**src/rtl/inst_fetch.sv**
```systemverilog
// inst_fetch: IF stage of the RV32I pipeline: fetch PC, req/ack imem port, IF/ID register.
// Optional IF_BUF_EN: replaces the single hold register with a BUF_DEPTH-entry fetch FIFO.
module inst_fetch #(
  parameter logic [31:0] RESET_PC  = 32'h0000_0000,
  parameter logic [31:0] NOP_INST  = 32'h0000_0013,
  parameter int          BUF_DEPTH = 2
) (
  input  logic        clk,
  input  logic        rst,
  input  logic        stall_i,
  input  logic        if_flush_i,
  input  logic        jmp_i,
  input  logic [31:0] pc_branch_i,
  input  logic [31:0] pc_jmp_i,
  output logic        imem_req_o,
  output logic [31:0] imem_addr_o,
  input  logic        imem_ack_i,
  input  logic [31:0] imem_rdata_i,
  output logic [31:0] pc_o,
  output logic [31:0] inst_o,
  output logic        valid_o
);
  typedef enum logic [1:0] {S_IDLE, S_REQ, S_HOLD, S_DROP} state_t;
  state_t      r_state, w_state;
  logic [31:0] r_fetch_pc, w_fetch_pc, r_drop_pc, w_drop_pc;
  logic [31:0] r_pc, w_pc, r_inst, w_inst;
  logic        r_valid, w_valid;
  logic [31:0] w_target;
  if (BUF_DEPTH < 1) begin : g_bad_depth
    $error("BUF_DEPTH must be at least 1");
  end
  assign w_target    = (jmp_i ? pc_jmp_i : pc_branch_i) & ~32'h3;
  assign imem_addr_o = (r_state == S_DROP) ? r_drop_pc : r_fetch_pc;
  assign pc_o        = r_pc;
  assign inst_o      = r_inst;
  assign valid_o     = r_valid;
`ifdef IF_BUF_EN
  localparam int PW = (BUF_DEPTH > 1) ? $clog2(BUF_DEPTH) : 1;
  localparam int CW = $clog2(BUF_DEPTH + 1);
  logic [31:0] r_buf_pc [BUF_DEPTH];
  logic [31:0] r_buf_inst [BUF_DEPTH];
  logic [PW-1:0] r_wp, w_wp, r_rp, w_rp;
  logic [CW-1:0] r_cnt, w_cnt;
  logic w_push, w_pop;
  // A raised request is counted as outstanding; count cannot rise until it is acked.
  assign imem_req_o = (r_state == S_REQ && r_cnt < CW'(BUF_DEPTH)) || r_state == S_DROP;
  assign w_push = !if_flush_i && r_state == S_REQ && imem_req_o && imem_ack_i;
  assign w_pop  = !if_flush_i && !stall_i && r_cnt != '0;
  always_comb begin
    w_state    = r_state;
    w_fetch_pc = w_push ? r_fetch_pc + 32'd4 : r_fetch_pc;
    w_drop_pc  = r_drop_pc;
    w_pc       = w_pop ? r_buf_pc[r_rp] : r_pc;
    w_inst     = w_pop ? r_buf_inst[r_rp] : (stall_i ? r_inst : NOP_INST);
    w_valid    = w_pop ? 1'b1 : (stall_i && r_valid);
    w_wp       = w_push ? ((r_wp == PW'(BUF_DEPTH - 1)) ? '0 : r_wp + 1'b1) : r_wp;
    w_rp       = w_pop ? ((r_rp == PW'(BUF_DEPTH - 1)) ? '0 : r_rp + 1'b1) : r_rp;
    w_cnt      = r_cnt + CW'(w_push) - CW'(w_pop);
    if (r_state == S_IDLE) w_state = S_REQ;
    if (r_state == S_DROP && imem_ack_i) w_state = S_REQ;
    if (if_flush_i) begin
      w_fetch_pc = w_target;
      w_inst     = NOP_INST;
      w_valid    = 1'b0;
      w_wp       = '0;
      w_rp       = '0;
      w_cnt      = '0;
      w_state    = (imem_req_o && !imem_ack_i) ? S_DROP : S_REQ;
      w_drop_pc  = (r_state == S_REQ) ? r_fetch_pc : r_drop_pc;
    end
  end
  always_ff @(posedge clk or posedge rst) begin
    if (rst) begin
      r_wp  <= '0;
      r_rp  <= '0;
      r_cnt <= '0;
    end else begin
      r_wp  <= w_wp;
      r_rp  <= w_rp;
      r_cnt <= w_cnt;
    end
  end
  always_ff @(posedge clk) begin
    if (w_push) begin
      r_buf_pc[r_wp]   <= r_fetch_pc;
      r_buf_inst[r_wp] <= imem_rdata_i;
    end
  end
`else
  logic [31:0] r_hold_pc, w_hold_pc, r_hold_inst, w_hold_inst;
  assign imem_req_o = r_state == S_REQ || r_state == S_DROP;
  always_comb begin
    w_state     = r_state;
    w_fetch_pc  = r_fetch_pc;
    w_drop_pc   = r_drop_pc;
    w_pc        = r_pc;
    w_inst      = stall_i ? r_inst : NOP_INST;
    w_valid     = stall_i && r_valid;
    w_hold_pc   = r_hold_pc;
    w_hold_inst = r_hold_inst;
    if (if_flush_i) begin
      w_fetch_pc = w_target;
      w_inst     = NOP_INST;
      w_valid    = 1'b0;
      w_state    = (imem_req_o && !imem_ack_i) ? S_DROP : S_REQ;
      w_drop_pc  = (r_state == S_REQ) ? r_fetch_pc : r_drop_pc;
    end else begin
      case (r_state)
        S_IDLE: w_state = S_REQ;
        S_REQ: if (imem_ack_i) begin
          w_fetch_pc = r_fetch_pc + 32'd4;
          if (stall_i) begin
            w_hold_pc   = r_fetch_pc;
            w_hold_inst = imem_rdata_i;
            w_state     = S_HOLD;
          end else begin
            w_pc    = r_fetch_pc;
            w_inst  = imem_rdata_i;
            w_valid = 1'b1;
          end
        end
        S_HOLD: if (!stall_i) begin
          w_pc    = r_hold_pc;
          w_inst  = r_hold_inst;
          w_valid = 1'b1;
          w_state = S_REQ;
        end
        default: w_state = imem_ack_i ? S_REQ : S_DROP;
      endcase
    end
  end
  always_ff @(posedge clk or posedge rst) begin
    if (rst) begin
      r_hold_pc   <= '0;
      r_hold_inst <= NOP_INST;
    end else begin
      r_hold_pc   <= w_hold_pc;
      r_hold_inst <= w_hold_inst;
    end
  end
`endif
  always_ff @(posedge clk or posedge rst) begin
    if (rst) begin
      r_state    <= S_IDLE;
      r_fetch_pc <= RESET_PC;
      r_drop_pc  <= RESET_PC;
      r_pc       <= '0;
      r_inst     <= NOP_INST;
      r_valid    <= 1'b0;
    end else begin
      r_state    <= w_state;
      r_fetch_pc <= w_fetch_pc;
      r_drop_pc  <= w_drop_pc;
      r_pc       <= w_pc;
      r_inst     <= w_inst;
      r_valid    <= w_valid;
    end
  end
endmodule

```
**config.mk**
```make
export PLATFORM = sky130hd
export DESIGN_NAME = inst_fetch
export DESIGN_NICKNAME = d
export VERILOG_FILES = /design/src/rtl/inst_fetch.sv
export SDC_FILE = /design/constraint.sdc
export NUM_CORES = 1
export LEC_CHECK = 0
export CORE_ASPECT_RATIO = 2
export CORE_MARGIN = 3
export CORE_UTILIZATION = 55
export CTS_CLUSTER_DIAMETER = 60
export DETAILED_ROUTE_END_ITERATION = 16
export GPL_TIMING_DRIVEN = 0
export PLACE_DENSITY = 0.93
export SLEW_MARGIN = 25
export SYNTH_ARGS = -nofsm -noshare
export SYNTH_HDL_FRONTEND = slang
export SYNTH_SLANG_ARGS = --single-unit
```
**constraint.sdc**
```tcl
create_clock -name clk -period 15.03 [get_ports clk]
set_input_delay 3.006 -clock clk [delete_from_list [all_inputs] [get_ports clk]]
set_output_delay 3.006 -clock clk [all_outputs]
set_load 0.03 [all_outputs]
```
==> impl_results.md <==
- Port Buffers: 189
- Setup Buffers After CTS: 0
- VDD IR max: 113 uV
- Nets: around 1200
- Overall power: around 2.4 mW
- Layout cell share with drive strength beyond 1: 0.155
- Filler Cells Inserted: 1090
- Setup Crit Path Kind: reg -> out
- Clock root buffer: clkbuf_16
- Start point of the critical path: r_state[0]$_DFFE_PP0P_
- Initial Util: 0.561
- Clock Skew: 9.96 ps
- Final period utilization: 0.408
- Unrepaired setup endpoints after global routing: false
- Iter 0 DRT Violations: about 550
- Clock Sinks: 187
- Number of global-route vias before repair: ~8100
- Design area: 0.0120 mm2
- Reg2Reg Depth: 8
- Post-synthesis mux area share: 0.181
- Register area share after synthesis: 0.513
- WL/cell: 21.9 um
- Fin. Hold Viols: 0
- Clock transition at path regs: ~70 ps
- Fin crit period: 6130 ps
- Synth area leaders: dfrtp_1 50%, mux2_2 13%, mux2i_1 4.8%
- Synth area leader: dfrtp_1
- WP data arrival: 3130 ps
- Largest net degree at the start of global routing: 96
- CTS tree: built
- Largest family of logic cells by synthesized area: multiplexers
- DRC: 0
- Peak Freq: 163 MHz
- Die W: 97.1 um
- Hpwl dp: 20000 um
- First-pass GRT wire length: roughly 43000 um
- Compound-Gate Fraction of Synth Area: 0.140
- Placed cell area: 0.0113 mm2
- Status: completed
- Core Rows: 66
- Number of flops mapped to enable cells by yosys: 0
- Worst hold path class: reg -> reg
- Sum Neg Setup Slack: 0 ps
- CTS Hold Bufs: 0
- Reg2reg setup slack: 12220 ps
- Ports: 200
- Synth Area in Adders: 0.00685
- Worst slew margin: 0.409
- Post-synthesis register bit count: around 190
- Vias per cell: 6.11
- Predominant post-synthesis flop cell: dfrtp_1
- RePlAce Congestion: 0.876
- Synth Cell Area: 0.00913 mm2
- Routed WL: 27500 um
- LEAKAGE: 4.83 nW
- CP max FO: 10
- Layout area overhead: 31.4%
- Mapped Cells: roughly 830
- Routed Antenna Nets: 0
- Ys async rst share: 1.00
- Worst Path Required: 12020 ps
- Most frequent CP cell: clkbuf_1
- Die area: about 0.018 mm2
- Crit path to: imem_addr_o[30]
- Syn avg cell area: 11.0 um2
- Max Root-Sink Buffers: 2
- Yosys Warn Count: 0
- Cts bufs inserted: 17
- Clock Latency Late Sink: 420 ps
- Slew @ Worst Pin: between 800 and 900 ps
- CP max stage delay: roughly 630 ps
- Die height: about 190 um
- H-tree lvl count: 4
- Synth cell types: 49
- Post-synthesis xor/xnor area fraction: 0.0115
- Antenna cell count: 0
- Startpoint Class: flop
- Worst Setup End Kind: output pin
- Initial antenna violation count: 0
- Gates resized, CTS repair: 0
- Worst path slowest cell: clkdlybuf4s50_1
- Final Max Tran Viols: 0
- Gr ovfl total: 0
- First-pass detailed-route iteration total: 5
- P per Cell Area: between 200 and 250 mW/mm2
- Reg-to-reg startpoint: r_state[1]$_DFFE_PP0P_
- Final setup vio count: 0
- Simple-gate area share of the yosys netlist: 0.106
- CP Cell Sequence: ha_1 > clkbuf_1 > clkbuf_1 > mux2_2 > clkdlybuf4s50_1
- Worst R2R End: inst_o[2]$_DFF_PP0_
- Synth top area share: 0.496
- Core Box Area: ~0.016 mm2
- Max cap viols: 0
- Total global-route track usage: 0.297
- Total number of vias: 7692
## report_power, final
part | total, mW | internal (mW) | switching, mW | leakage (nW)
combinational | 1.07 | 0.474 | 0.597 | 2.23
clock | 0.516 | 0.318 | 0.199 | 0.324
sequential | 0.821 | 0.701 | 0.120 | 2.27
## how the worst min path moves through the flow
stage                         startpoint                   endpoint  slack, ps  cells past startpoint
2_1_floorplan  r_hold_pc[11]$_DFFE_PP0P_  r_hold_pc[11]$_DFFE_PP0P_        450                      2
3_3_place_gp        pc_o[24]$_DFFE_PP0P_       pc_o[24]$_DFFE_PP0P_        460                      2
3_5_place_dp         pc_o[7]$_DFFE_PP0P_        pc_o[7]$_DFFE_PP0P_        470                      2
4_1_cts              pc_o[7]$_DFFE_PP0P_        pc_o[7]$_DFFE_PP0P_        480                      2
5_1_grt         r_drop_pc[7]$_DFFE_PP0P_   r_drop_pc[7]$_DFFE_PP0P_        510                      2
6_report            pc_o[20]$_DFFE_PP0P_       pc_o[20]$_DFFE_PP0P_        480                      2
## cells by family (layout without fill, tap and decap cells)
family,after synthesis,in the layout
compound gates,183,183
flops,187,187
buf+inv,89,309
other cells,1,4
xor+xnor,12,12
simple gates,203,203
mux,152,152
fa+ha+maj,5,5
## final cells by class
class	instances	area, um2	share of cell area
Sequential cell	187	4690	0.391
Multi-Input combinational cell	559	4090	0.341
Timing Repair Buffer	190	1920	0.160
Clock buffer	18	439	0.0366
Buffer	79	330	0.0275
Tap cell	204	255	0.0213
Clock inverter	12	231	0.0193
Inverter	10	45.0	0.00376
## cell usage after synthesis, types with 2 or more instances
cell type / instances
nand4_1: 4
nor3_1: 8
a221oi_1: 26
a211oi_1: 15
a222oi_1: 15
nor2_1: 25
a2bb2oi_1: 15
and3b_1: 2
clkbuf_1: 55
and2_1: 4
mux2_2: 108
ha_1: 5
o31a_1: 16
buf_4: 5
buf_1: 12
o21a_1: 2
nor2b_1: 16
a31oi_1: 10
or4_1: 4
nand4_2: 2
nand2b_1: 2
o21ai_0: 67
o31ai_1: 2
nand2_1: 102
xnor2_1: 11
dfstp_2: 6
and3_1: 3
mux2i_1: 44
nand3_1: 9
dfrtp_1: 181
or3_1: 5
buf_2: 5
and4_1: 2
nor4_1: 10
or2_2: 2
a21oi_1: 10
inv_1: 10
## layer usage
layer,vias up,routed length (um),global-route usage
li1,3440,-,-
met5,-,0,0
met2,347,15400,0.567
met1,3827,9500,0.311
met3,78,1400,0.0459
met4,0,1270,0.144
## through the flow
step	utilization	instances	setup WS, ps	hold WS [ps]
2_1_floorplan	-	835	6950	450
3_3_place_gp	0.694	1228	4650	461
3_5_place_dp	0.696	1229	9340	469
4_1_cts	0.737	1259	8890	485
5_1_grt	0.737	1259	8820	510
6_report	0.737	1259	8900	480
## critical path, delay by kind of cell, from the launching register on
kind	cells	cell delay [ps]
adders and majority gates	1	180
buffers and inverters	3	1720
DFF	1	400
muxes	1	410
## flip-flops by register name, indices dropped and copies added (netlist names)
| signal | count |
|---|---|
| valid_o | 1 |
| r_drop_pc | 30 |
| r_fetch_pc | 30 |
| inst_o | 32 |
| r_hold_pc | 30 |
| r_hold_inst | 32 |
| pc_o | 30 |
| r_state | 2 |
## cell usage in the layout, fill, tap and decap left out, drive strengths merged, types with 11 or more instances in the layout
cell type	n
o21ai	67
dfrtp	181
xnor2	11
a211oi	15
mux2	108
a222oi	15
inv	14
nand2	102
a221oi	26
nor2	25
a2bb2oi	15
nor2b	16
clkbuf	74
buf	24
clkdlybuf4s50	189
o31a	16
mux2i	44
(Power assumes the default switching activity.)
